--- src/rtl/drive_mode_sequencer.sv ---
// drive_mode_sequencer: power-button qualification, driving-mode arbitration and command muxing
// with a zero-command dead gap between modes.
module drive_mode_sequencer #(
    parameter int unsigned TICK_DIV         = 100000,
    parameter int unsigned POWER_HOLD_TICKS = 1000,
    parameter int unsigned GAP_TICKS        = 50,
    parameter int unsigned STABLE_TICKS     = 2
) (
    input  logic       sys_clk,
    input  logic       rst_n,
    input  logic       power_on_btn,
    input  logic       power_off_btn,
    input  logic [2:0] mode_sel,
    input  logic [3:0] man_cmd,
    input  logic [3:0] semi_cmd,
    input  logic [3:0] auto_cmd,
    output logic [2:0] mode_en,
    output logic [3:0] drive_cmd,
    output logic       power_led,
    output logic [2:0] mode_led,
    output logic [2:0] state_o
);
    localparam logic [2:0] OFF = 3'd0, ARMING = 3'd1, IDLE = 3'd2, RUN = 3'd3, GAP = 3'd4;
    localparam int TW = TICK_DIV > 1 ? $clog2(TICK_DIV) : 1;
    localparam int HW = $clog2(POWER_HOLD_TICKS + 1);
    localparam int GW = $clog2(GAP_TICKS + 1);
    localparam int SW = $clog2(STABLE_TICKS + 1);

    logic [2:0] state, state_n, last_sel, last_n, active_mode, active_n;
    logic [TW-1:0] tick_cnt;
    logic [HW-1:0] hold_cnt, hold_n;
    logic [GW-1:0] gap_cnt, gap_n;
    logic [SW-1:0] stable_cnt, stable_n;
    logic [3:0] cmd_q, cmd_n, sel_cmd;
    logic tick, valid;

    function automatic logic [3:0] sanitize(input logic [3:0] c);
        return {(c[3] & c[2]) ? 2'b00 : c[3:2], (c[1] & c[0]) ? 2'b00 : c[1:0]};
    endfunction

    assign tick  = tick_cnt == TW'(TICK_DIV - 1);
    assign valid = $onehot(mode_sel);

    always_comb begin
        state_n  = state;
        hold_n   = hold_cnt;
        gap_n    = gap_cnt;
        stable_n = stable_cnt;
        last_n   = last_sel;
        active_n = active_mode;
        if (state > GAP || (tick && power_off_btn)) begin
            state_n  = OFF;
            hold_n   = '0;
            gap_n    = '0;
            stable_n = '0;
            last_n   = '0;
            active_n = '0;
        end else if (tick) begin
            case (state)
                OFF: begin
                    state_n = power_on_btn ? ARMING : OFF;
                    hold_n  = power_on_btn ? HW'(1) : '0;
                end
                ARMING: begin
                    hold_n  = power_on_btn ? hold_cnt + HW'(1) : '0;
                    state_n = !power_on_btn ? OFF : (hold_n == HW'(POWER_HOLD_TICKS)) ? IDLE : ARMING;
                end
                IDLE: begin
                    last_n   = mode_sel;
                    stable_n = !valid ? '0 : (stable_cnt != '0 && mode_sel == last_sel) ? stable_cnt + SW'(1) : SW'(1);
                    if (stable_n == SW'(STABLE_TICKS)) begin
                        state_n  = RUN;
                        active_n = mode_sel;
                        stable_n = '0;
                    end
                end
                RUN: begin
                    // any mismatch counts, even if the mismatching pattern itself keeps changing
                    stable_n = (mode_sel != active_mode) ? stable_cnt + SW'(1) : '0;
                    if (stable_n == SW'(STABLE_TICKS)) begin
                        state_n  = GAP;
                        gap_n    = '0;
                        stable_n = '0;
                    end
                end
                default: begin
                    gap_n = gap_cnt + GW'(1);
                    if (gap_n == GW'(GAP_TICKS)) begin
                        gap_n    = '0;
                        state_n  = valid ? RUN : IDLE;
                        active_n = valid ? mode_sel : 3'b000;
                    end
                end
            endcase
        end
    end

    // Command is computed from the next mode so the first RUN cycle already carries the new engine.
    assign sel_cmd = active_n[0] ? man_cmd : active_n[1] ? semi_cmd : active_n[2] ? auto_cmd : 4'b0000;
    assign cmd_n   = (state_n == RUN) ? sanitize(sel_cmd) : 4'b0000;

    always_ff @(posedge sys_clk or negedge rst_n) begin
        if (!rst_n) begin
            state       <= OFF;
            tick_cnt    <= '0;
            hold_cnt    <= '0;
            gap_cnt     <= '0;
            stable_cnt  <= '0;
            last_sel    <= '0;
            active_mode <= '0;
            cmd_q       <= '0;
        end else begin
            state       <= state_n;
            tick_cnt    <= tick ? '0 : tick_cnt + TW'(1);
            hold_cnt    <= hold_n;
            gap_cnt     <= gap_n;
            stable_cnt  <= stable_n;
            last_sel    <= last_n;
            active_mode <= active_n;
            cmd_q       <= cmd_n;
        end
    end

    assign mode_en   = (state == RUN) ? active_mode : 3'b000;
    assign mode_led  = mode_en;
    assign drive_cmd = cmd_q;
    assign power_led = state == IDLE || state == RUN || state == GAP;
    assign state_o   = state;
endmodule

--- config.mk ---
export PLATFORM = sky130hd
export DESIGN_NAME = drive_mode_sequencer
export DESIGN_NICKNAME = d
export VERILOG_FILES = /design/src/rtl/drive_mode_sequencer.sv
export SDC_FILE = /design/constraint.sdc
export NUM_CORES = 1
export LEC_CHECK = 0
export BUFFER_PORTS_ARGS = -buffer_cell sky130_fd_sc_hd__buf_2
export CORE_ASPECT_RATIO = 1.5
export CORE_MARGIN = 2
export CORE_UTILIZATION = 64
export DETAILED_ROUTE_END_ITERATION = 7
export GPL_TIMING_DRIVEN = 0
export HOLD_SLACK_MARGIN = 0.12
export PLACE_DENSITY = 0.86
export SETUP_SLACK_MARGIN = 0.3
export SLEW_MARGIN = 10
export SYNTH_ARGS = -nofsm -noshare
export SYNTH_HDL_FRONTEND = slang
export SYNTH_SLANG_ARGS = --single-unit
--- constraint.sdc ---
create_clock -name sys_clk -period 5.3 [get_ports sys_clk]
set_clock_uncertainty 0.05 [all_clocks]
set_input_delay 1.06 -clock sys_clk [delete_from_list [all_inputs] [get_ports sys_clk]]
set_output_delay 1.06 -clock sys_clk [all_outputs]
set_load 0.05 [all_outputs]
==> summary.txt, run 1 <==
Run status
  • Status: completed

Synthesis
  • Post-Synth Simple-Gate Area: a little over a quarter
  • Compound-cell area share of the yosys netlist: roughly 22%
  • Post-Syn Nets: ~380
  • Post-Synth XOR/XNOR Area: under 10%
  • Yosys reg bits: 48
  • Number of synthesized flops with an enable pin: 0
  • Mux contribution to synthesized area: 1.30%
  • Mean Syn Cell Area: 9.08 um^2
  • Sequential fraction of the synthesis area: a little under two fifths
  • Primary FF master, synth: dfrtp_1
  • Synthesized cell area: ~3200 um^2
  • Count of cell types in the netlist: 71
  • Main combinational cell family by area after synthesis: simple AND/OR/NAND/NOR gates
  • Post-Synth Adder-Cell Area: under 10%
  • Cells after synthesis: about 350
  • Ys Warns: 0
  • Ys async rst share: 100%

Clocking
  • Clock Sinks: between 40 and 50
  • # H-tree levels: 2
  • Post-CTS setup buffer count: 0
  • CTS resizes: 0
  • TritonCTS Buffers: 5
  • Clock latency on the worst-skew pair: around 310 ps
  • Clock Tree Root: clkbuf_8
  • CTS tree: done
  • Worst-path clk slew: ~80 ps
  • Post-CTS Hold Fix Bufs: 0
  • Clock Tree Buf Depth: 2

Timing
  • RSZ-0062 raised after global routing: no
  • Setup-failing EPs final: 0
  • Slew HR: 55.9%
  • Setup_tns: 0 ps
  • Slew @ Worst Pin: between 600 and 700 ps
  • Max Slew Vio Count: 0
  • Setup ws final: 1590 ps
  • Tcrit/Tclk final: between 60% and 70%
  • Hold Vio Cnt, Final: 0
  • Max Freq: about 270 MHz
  • Tmin final: between 3000 and 4000 ps

Place
  • I/O Buffers: 29
  • Post-DP HPWL: about 5600 um
  • Placer Congestion: 1.03
  • Post-Place Cell Area: approximately 3400 um^2
  • Placed cells: ~450
  • Setup slack at placement: 1310 ps

Drt
  • Vias: ~2900
  • 1st-pass router iterations: 4
  • Average wire per standard cell: about 17 um
  • Detailed Route Iter0 Violations: roughly 160
  • Via density: around 6.3
  • Final routed DRC violation total: 0
  • Post-route antenna net violation count: 0
  • WL final: about 7500 um

Worst setup path
  • Maximum fanout along the worst path: 6
  • Crit path depth: 10
  • CP endpoint kind: register
  • Critical Path Source Type: input port
  • CP top delay family: compound AO/OA/AOI/OAI gates
  • CP peak stage delay: 480 ps
  • Crit-path cells: clkbuf_1, inv_1, fa_1, nand2b_1, nor3_1, a21oi_1, a311oi_2, a211oi_1, a311o_1, a211oi_2
  • WS Path Type: in -> reg
  • CP required: roughly 5500 ps
  • Crit path arrival time: between 3000 and 4000 ps
  • WP buf/inv: 2
  • Slowest CP cell: fa_1
  • Worst-case reg-to-reg path depth: 8

Pwr
  • Pleak: around 0.0015 uW
  • Peak supply drop: 219 uV
  • Total Power: 639 uW
  • Pwr/cell area: between 150 and 200 nW/um^2

Layout
  • Total Nets Final: 412
  • Commonest non-fill, non-tap cells in the layout: dfrtp_1, nand2_1, buf_2, o21ai_0, nor2_1
  • Area grow syn2layout: 10.0%
  • Commonest non-fill, non-tap cell in the layout: dfrtp_1
  • Fill count: around 410
  • Post-layout instance area: approximately 3500 um^2
  • N_diodes: 0
  • Layout cell share with drive strength beyond 1: between 15 and 20%
  • Non-Filler Instances: roughly 450

Floorplanning
  • Initial core utilization: about 66%
  • Die area: about 5600 um^2
  • Die W: between 60 and 70 um
  • Num ports: 33
  • Die H: 90.4 um
  • Core ar.: 4810 um^2
  • Rows: 31

Hold path
  • WHS Path Cells: 1
  • HP Class: reg -> reg

Global routing
  • Global-route wire length before repair: around 12000 um
  • Initial antenna violation count: 0
  • Largest net degree at the start of global routing: approximately 50
  • Grt ovf: 0
  • All-Layer GR Usage: between 20% and 30%
  • Number of global-route vias before repair: about 2800

Job
  • Max_cap viols: 0
[registers in the layout (all words and copies together), names as in the netlist]
register	cells
tick_cnt	17
hold_cnt	10
gap_cnt	6
drive_cmd	4
active_mode	3
last_sel	3
state_o	3
stable_cnt	2
[cells by family after synthesis]
| kind of cell | count (synthesis) |
|---|---|
| and+or+nand+nor | 146 |
| AOI/OAI and AO/OA | 95 |
| DFF | 48 |
| buffers and inverters | 31 |
| xor gates and xnor gates | 21 |
| adders and majority gates | 6 |
| muxes | 4 |
[worst register-to-register path: stages (launching register included)]
cell and delay (ps):
dfrtp_1 430, or4b_4 600, or4_1 580, buf_6 170, nor3_1 550, nand2_1 320
nor2_1 150, o21ai_0 100, o31ai_1 100
[stage by stage]
step                      util [%]  hold WS (ps)
after floorplan                  -           398
after global placement        71.0           420
after detailed placement      71.0           433
after CTS                     72.9           448
after global routing          72.9           463
final                         72.9           448
[report_power, final]
part           internal (uW)  leakage [uW]  total (uW)  switching, uW
clock                    107     0.0000455         226            119
sequential               368      0.000645         372           3.71
combinational           14.4      0.000832        41.9           27.4
total                    489       0.00152         639            150
[layout make-up]
class,count,area [um^2],area share [%]
clock buffer,8,90.1,2.57
inverter,15,58.8,1.68
tap,66,82.6,2.35
timing repair buffer,29,148,4.21
sequential,48,1200,34.2
buffer,16,80.1,2.28
multi-input combinational,272,1850,52.7
[Yosys cell counts (all sizes together), types with 7 or more instances]
master,n,share of area (%)
clkbuf,12,1.5
nor2,25,2.9
nor3,8,1.6
nand3,21,3.7
o21ai,29,4.7
a211oi,7,2.0
and2,8,1.6
inv,15,1.8
xnor2,12,3.3
dfrtp,48,38
a21oi,13,2.2
and3,9,1.8
nand2,32,3.8
xor2,9,2.5
o31ai,9,2.1
[layer usage]
layer / vias up / GRT usage (%) / routed length (um)
li1: 1375 / - / -
met1: 1378 / 33.8 / 2960
met2: 75 / 49.9 / 4040
met3: 24 / 5.30 / 263
met4: 0 / 11.7 / 232
met5: - / 0 / 0
[final timing paths]
| check | start | endpoint | slack (ps) |
|---|---|---|---|
| max in group asynchronous | rst_n | tick_cnt[6] | 4070 |
| setup / recovery | mode_sel[0] | drive_cmd[3] | 1590 |
| setup reg to reg | tick_cnt[12] | hold_cnt[4] | 2150 |
| hold reg to reg | tick_cnt[0] | tick_cnt[0] | 450 |
| min in group asynchronous | rst_n | gap_cnt[0] | 710 |
| hold / removal | tick_cnt[0] | tick_cnt[0] | 450 |
Note: power is estimated with default switching activity, not from simulation.
==> run 2: changes to the inputs <==
--- a/config.mk
+++ b/config.mk
@@ -8,11 +8,11 @@
 export BUFFER_PORTS_ARGS = -buffer_cell sky130_fd_sc_hd__buf_2
 export CORE_ASPECT_RATIO = 1.5
 export CORE_MARGIN = 2
-export CORE_UTILIZATION = 64
+export CORE_UTILIZATION = 59
 export DETAILED_ROUTE_END_ITERATION = 7
 export GPL_TIMING_DRIVEN = 0
 export HOLD_SLACK_MARGIN = 0.12
-export PLACE_DENSITY = 0.86
+export PLACE_DENSITY = 0.8
 export SETUP_SLACK_MARGIN = 0.3
 export SLEW_MARGIN = 10
 export SYNTH_ARGS = -nofsm -noshare
==> constraint.sdc (replaced) <==
create_clock -name sys_clk -period 3.7 [get_ports sys_clk]
set_clock_uncertainty 0.05 [all_clocks]
set_input_delay 0.74 -clock sys_clk [delete_from_list [all_inputs] [get_ports sys_clk]]
set_output_delay 0.74 -clock sys_clk [all_outputs]
set_load 0.05 [all_outputs]
==> summary.txt, run 2 (synthesized netlist as in run 1, its figures left out) <==
Timing
  • Slew @ Worst Pin: 673 ps (+16.7 ps)
  • Setup ws final: 592 ps (-998 ps)
  • Tmin final: around 3100 ps
  • Setup-failing EPs final: 0 (unchanged)
  • Max Slew Vio Count: 0 (unchanged)
  • Hold Vio Cnt, Final: 0 (unchanged)
  • Max Freq: around 320 MHz
  • Setup_tns: 0 ps (unchanged)
  • Tcrit/Tclk final: between 80% and 90%
  • Slew HR: 54.8% (-1.1 points)
  • RSZ-0062 raised after global routing: no

Clocking
  • # H-tree levels: 2 (unchanged)
  • Clock Tree Root: clkbuf_8
  • TritonCTS Buffers: 5 (unchanged)
  • Worst-path clk slew: 90 ps (about the same)
  • Clock latency on the worst-skew pair: 310 ps (about the same)
  • CTS tree: done
  • Clock Sinks: 48 (unchanged)
  • Post-CTS setup buffer count: 0 (unchanged)
  • Clock Tree Buf Depth: 2 (unchanged)

Layout
  • Non-Filler Instances: 457 (+0.66%)
  • Commonest non-fill, non-tap cells in the layout: dfrtp_1, nand2_1, buf_2, o21ai_0, nor2_1
  • Commonest non-fill, non-tap cell in the layout: dfrtp_1
  • Area grow syn2layout: 11.2%
  • Largest regs: tick_cnt: 17 flops, hold_cnt: 10 flops, gap_cnt: 6 flops
  • N_diodes: 0 (unchanged)
  • Most flops, register: tick_cnt
  • Layout cell share with drive strength beyond 1: 17.0% (+0.73 points)
  • Post-layout instance area: 3550 um^2 (+1.1%)
  • Total Nets Final: 413 (+0.24%)
  • Max FFs per register: 17 (unchanged)

Pwr
  • Pwr/cell area: 261 nW/um^2 (+43%)
  • Peak supply drop: 218 uV (-0.51%)
  • Total Power: 925 uW (+45%)
  • Pleak: 0.00154 uW (+0.96%)

Worst setup path
  • WP buf/inv: 3 (+1)
  • CP peak stage delay: 530 ps (+50 ps)
  • WS Path Type: in -> reg
  • CP endpoint kind: register
  • Crit-path cells: clkbuf_1, inv_1, fa_1, nand2b_1, and3b_2, a221o_1, o21ai_2, inv_4, a311o_1, a211oi_2
  • Critical Path Source Type: input port
  • Worst-case reg-to-reg path depth: 7 (-1)
  • Maximum fanout along the worst path: 7 (+1)
  • CP required: 3880 ps (-1580 ps)
  • Slowest CP cell: fa_1
  • CP top delay family: compound AO/OA/AOI/OAI gates
  • Crit path depth: 10 (unchanged)
  • Crit path arrival time: 3280 ps (-590 ps)

Global routing
  • Grt met1 use: 30.0% (-3.8 points)
  • Initial antenna violation count: 0 (unchanged)
  • Met3 Use GR: 3.84% (-1.5 points)
  • GRT Max-Usage Layer: met2
  • All-Layer GR Usage: 26.8% (-2.2 points)
  • Met2 Track Usage GR: 49.2% (-0.69 points)
  • Largest net degree at the start of global routing: 49 (unchanged)
  • Global-route wire length before repair: 12600 um (+1.2%)
  • Number of global-route vias before repair: 2751 (-0.61%)
  • Grt ovf: 0 (unchanged)

Floorplanning
  • Die area: 6020 um^2 (+8.0%)
  • Die W: 64.0 um (+3.9%)
  • Rows: 32 (+3.2%)
  • Die H: 94.0 um (+4.0%)
  • Num ports: 33 (unchanged)
  • Core ar.: 5160 um^2 (+7.4%)
  • Initial core utilization: 61.7% (-4.6 points)

Place
  • Post-Place Cell Area: 3420 um^2 (about the same)
  • Placer Congestion: 0.973 (-5.9%)
  • I/O Buffers: 29 (unchanged)
  • Setup slack at placement: 68.1 ps (-1250 ps)
  • Post-DP HPWL: 5620 um (+0.18%)
  • Placed cells: 448 (+0.45%)

Drt
  • WL final: 7580 um (+1.1%)
  • Vias: 2842 (-0.35%)
  • Post-route antenna net violation count: 0 (unchanged)
  • 1st-pass router iterations: 4 (unchanged)
  • Detailed Route Iter0 Violations: 213 (+37%)
  • Final routed DRC violation total: 0 (unchanged)
  • Average wire per standard cell: 16.6 um (+0.42%)
  • Via density: 6.22 (-1.0%)

Run status
  • Status: completed

Job
  • Max_cap viols: 0 (unchanged)

Hold path
  • HP Class: in -> async
==> run 2: what timing repair did <==
action / in CTS / in global routing
endpoints found under the setup margin: 0 / 4
resized for setup: 0 / 3
hold buffers: 0 / 0
==> run 2: area by class of cell <==
type | instances | area, um^2
Multi-Input combinational cell | 272 | 1870
Fill cell | 420 | 1620
Sequential cell | 48 | 1200
Timing Repair Buffer | 30 | 165
Clock buffer | 8 | 90.1
Tap cell | 68 | 85.1
Buffer | 16 | 80.1
Inverter | 15 | 58.8
==> run 2: power breakdown <==
part / internal (uW) / switching [uW] / total, uW / leakage (uW)
combinational: 22.4 / 40.5 / 62.9 / 0.000846
clock: 153 / 177 / 330 / 0.0000455
sequential: 527 / 5.29 / 532 / 0.000645
==> run 2: path summary, 6_finish.rpt <==
kind,startpoint,endpoint,slack [ps]
max in group asynchronous,rst_n,active_mode[1],2750
min in group sys_clk,tick_cnt[0],tick_cnt[0],430
min reg2reg,tick_cnt[0],tick_cnt[0],430
max reg2reg,tick_cnt[12],drive_cmd[0],600
min,rst_n,gap_cnt[0],330
max,mode_sel[0],drive_cmd[0],590
==> run 2: stage by stage <==
stage	utilization (%)	hold WS, ps
after floorplan	-	394
after global routing	68.7	358
final	68.7	327
after CTS	67.9	430
after detailed placement	66.2	420
after global placement	66.2	415
==> run 2: layer usage <==
layer	up-vias	wire length [um]
met2	52	4120
met3	25	205
li1	1373	-
met5	-	0
met1	1392	3000
met4	0	249
==> run 3: changes to the inputs <==
--- a/config.mk
+++ b/config.mk
@@ -8,11 +8,11 @@
 export BUFFER_PORTS_ARGS = -buffer_cell sky130_fd_sc_hd__buf_2
 export CORE_ASPECT_RATIO = 1.5
 export CORE_MARGIN = 2
-export CORE_UTILIZATION = 59
+export CORE_UTILIZATION = 54
 export DETAILED_ROUTE_END_ITERATION = 7
 export GPL_TIMING_DRIVEN = 0
 export HOLD_SLACK_MARGIN = 0.12
-export PLACE_DENSITY = 0.8
+export PLACE_DENSITY = 0.77
 export SETUP_SLACK_MARGIN = 0.3
 export SLEW_MARGIN = 10
 export SYNTH_ARGS = -nofsm -noshare
==> constraint.sdc (replaced) <==
create_clock -name sys_clk -period 2.6 [get_ports sys_clk]
set_clock_uncertainty 0.05 [all_clocks]
set_input_delay 0.52 -clock sys_clk [delete_from_list [all_inputs] [get_ports sys_clk]]
set_output_delay 0.52 -clock sys_clk [all_outputs]
set_load 0.05 [all_outputs]
==> summary.txt, run 3 (synthesized netlist as in run 1, its figures left out) <==
Run status
  • Status: finished, violations left
  • Failing checks: setup timing

Layout
  • Total Nets Final: 464 (+12%)
  • Commonest non-fill, non-tap cell in the layout: dfrtp_1
  • Layout cell share with drive strength beyond 1: 38.9% (+22 points)
  • N_diodes: 0 (unchanged)
  • Area grow syn2layout: 37.6%
  • Largest regs: tick_cnt: 17 flops, hold_cnt: 10 flops, gap_cnt: 6 flops
  • Post-layout instance area: 4390 um^2 (+24%)
  • Most flops, register: tick_cnt
  • Max FFs per register: 17 (unchanged)
  • Commonest non-fill, non-tap cells in the layout: dfrtp_1, buf_4, nand2_1, buf_6, buf_2

Drt
  • WL final: 9570 um (+26%)
  • Post-route antenna net violation count: 0 (unchanged)
  • Final routed DRC violation total: 0 (unchanged)
  • Vias: 3226 (+14%)
  • Average wire per standard cell: 18.7 um (+13%)
  • Via density: 6.30 (+1.3%)
  • Detailed Route Iter0 Violations: 313 (+47%)
  • 1st-pass router iterations: 5 (+1)

Floorplanning
  • Die area: 6550 um^2 (+8.8%)
  • Core ar.: 5740 um^2 (+11%)
  • Initial core utilization: 55.5% (-6.2 points)
  • Die H: 98.1 um (+4.3%)
  • Num ports: 33 (unchanged)
  • Rows: 34 (+6.3%)
  • Die W: 66.7 um (+4.2%)

Pwr
  • Gate power share: 7.9% (+1.1 points)
  • Pleak: 0.00192 uW (+25%)
  • Pwr/cell area: 306 nW/um^2 (+17%)
  • P_sw: 333 uW (+49%)
  • Total Power: 1340 uW (+45%)
  • Internal power: 1010 uW (+43%)
  • Flop pwr share: 56.7% (-0.8 points)
  • Switching share of power: 24.8% (+0.75 points)
  • Clock network power share: 35.4% (-0.3 points)
  • Peak supply drop: 304 uV (+39%)

Timing
  • Max Slew Vio Count: 0 (unchanged)
  • Slew @ Worst Pin: 1090 ps (+414 ps)
  • Slew HR: 27.5% (-27 points)
  • Max Freq: 340 MHz
  • Hold_ws: 354 ps (+27.2 ps)
  • Tcrit/Tclk final: 113%
  • RSZ-0062 raised after global routing: yes
  • Setup ws final: -339 ps (-931 ps)
  • Tmin final: 2940 ps
  • Hold Vio Cnt, Final: 0 (unchanged)
  • Setup-failing EPs final: 30 (+30)

Worst setup path
  • WP buf/inv: 3 (unchanged)
  • Crit-path cells: or4b_4, buf_12, nor4_4, buf_4, o211ai_1, a221o_1, o21ai_4, inv_4, a311o_1, a211oi_2
  • Critical Path Source Type: register
  • Crit path arrival time: 3120 ps (-160 ps)
  • Maximum fanout along the worst path: 7 (unchanged)
  • CP peak stage delay: 580 ps (+50 ps)
  • CP top delay family: compound AO/OA/AOI/OAI gates
  • WS Path Type: reg -> reg
  • CP endpoint kind: register
  • CP required: 2780 ps (-1100 ps)
  • Slowest CP cell: or4b_4

Global routing
  • Grt ovf: 0 (unchanged)
  • Global-route wire length before repair: 14200 um (+12%)
  • Initial antenna violation count: 0 (unchanged)
  • Number of global-route vias before repair: 3056 (+11%)
  • Largest net degree at the start of global routing: 49 (unchanged)
  • All-Layer GR Usage: 27.4% (+0.51 points)

Job
  • Max_cap viols: 0 (unchanged)

Place
  • I/O Buffers: 29 (unchanged)
  • Placer Congestion: 0.949 (-2.5%)
  • Post-DP HPWL: 5600 um (-0.30%)
  • Post-Place Cell Area: 3490 um^2 (+2.2%)

Clocking
  • CTS tree: done
  • Clock Tree Buf Depth: 2 (unchanged)
  • Clock Tree Root: clkbuf_8
  • Clock latency on the worst-skew pair: 310 ps (about the same)
  • TritonCTS Buffers: 5 (unchanged)
  • Worst-path clk slew: 90 ps (about the same)
  • # H-tree levels: 2 (unchanged)
  • Clock Sinks: 48 (unchanged)

Hold path
  • HP Class: in -> async
run 3: power by group through the flow:
stage	sequential (uW)	combinational, uW	clock, uW
after floorplan	772	51.5	0
after global placement	772	92.5	0
after detailed placement	772	93.9	0
after CTS	758	101	475
after global routing	760	117	507
final	760	106	475
run 3: area by class of cell:
cell class | instances | area [um^2]
multi-input combinational | 272 | 2140
fill | 358 | 1360
sequential | 48 | 1200
timing repair buffer | 81 | 657
buffer | 16 | 138
clock buffer | 8 | 90.1
tap | 72 | 90.1
inverter | 15 | 63.8
run 3: worst reg2reg max path: stages, from the launching register on:
cell      delay, ps
dfrtp_1         420
or4b_4          580
buf_12          160
nor4_4          250
buf_4           210
o211ai_1         80
a221o_1         380
o21ai_4         100
inv_4            80
a311o_1         370
a211oi_2        190
run 3: stage by stage:
stage	setup slack, ps	TNS (ps)	util (%)	cells
after global routing	-420	-7510	76.4	512
after floorplan	-179	-816	-	351
after global placement	-416	-5570	60.8	452
after CTS	-316	-2800	71.4	493
after detailed placement	-433	-5850	60.8	452
final	-339	-5770	76.4	512
run 3: repair_timing:
| item | 4_1_cts | 5_1_grt |
|---|---|---|
| endpoints found under the setup margin | 39 | 39 |
| hold buffers | 0 | 0 |
| buffers inserted | 33 | 19 |
| pin swaps | 32 | 32 |
| resized for setup | 81 | 43 |
run 3: final timing paths:
path | start | endpoint | slack, ps | cells after the start
max | tick_cnt[14] | drive_cmd[3] | -340 | 10
min | rst_n | gap_cnt[1] | 350 | 1
max reg2reg | tick_cnt[14] | drive_cmd[3] | -340 | 10
min reg2reg | stable_cnt[1] | stable_cnt[1] | 460 | 1
max in group asynchronous | rst_n | state_o[1] | 1410 | 1
min in group sys_clk | mode_sel[0] | last_sel[0] | 440 | 2
run 3: routing by layer:
metal | wire [um] | global-route usage [%]
met3 | 495 | 4.61
met4 | 272 | 11.0
met5 | 0 | 0
met2 | 5180 | 47.9
met1 | 3620 | 32.4
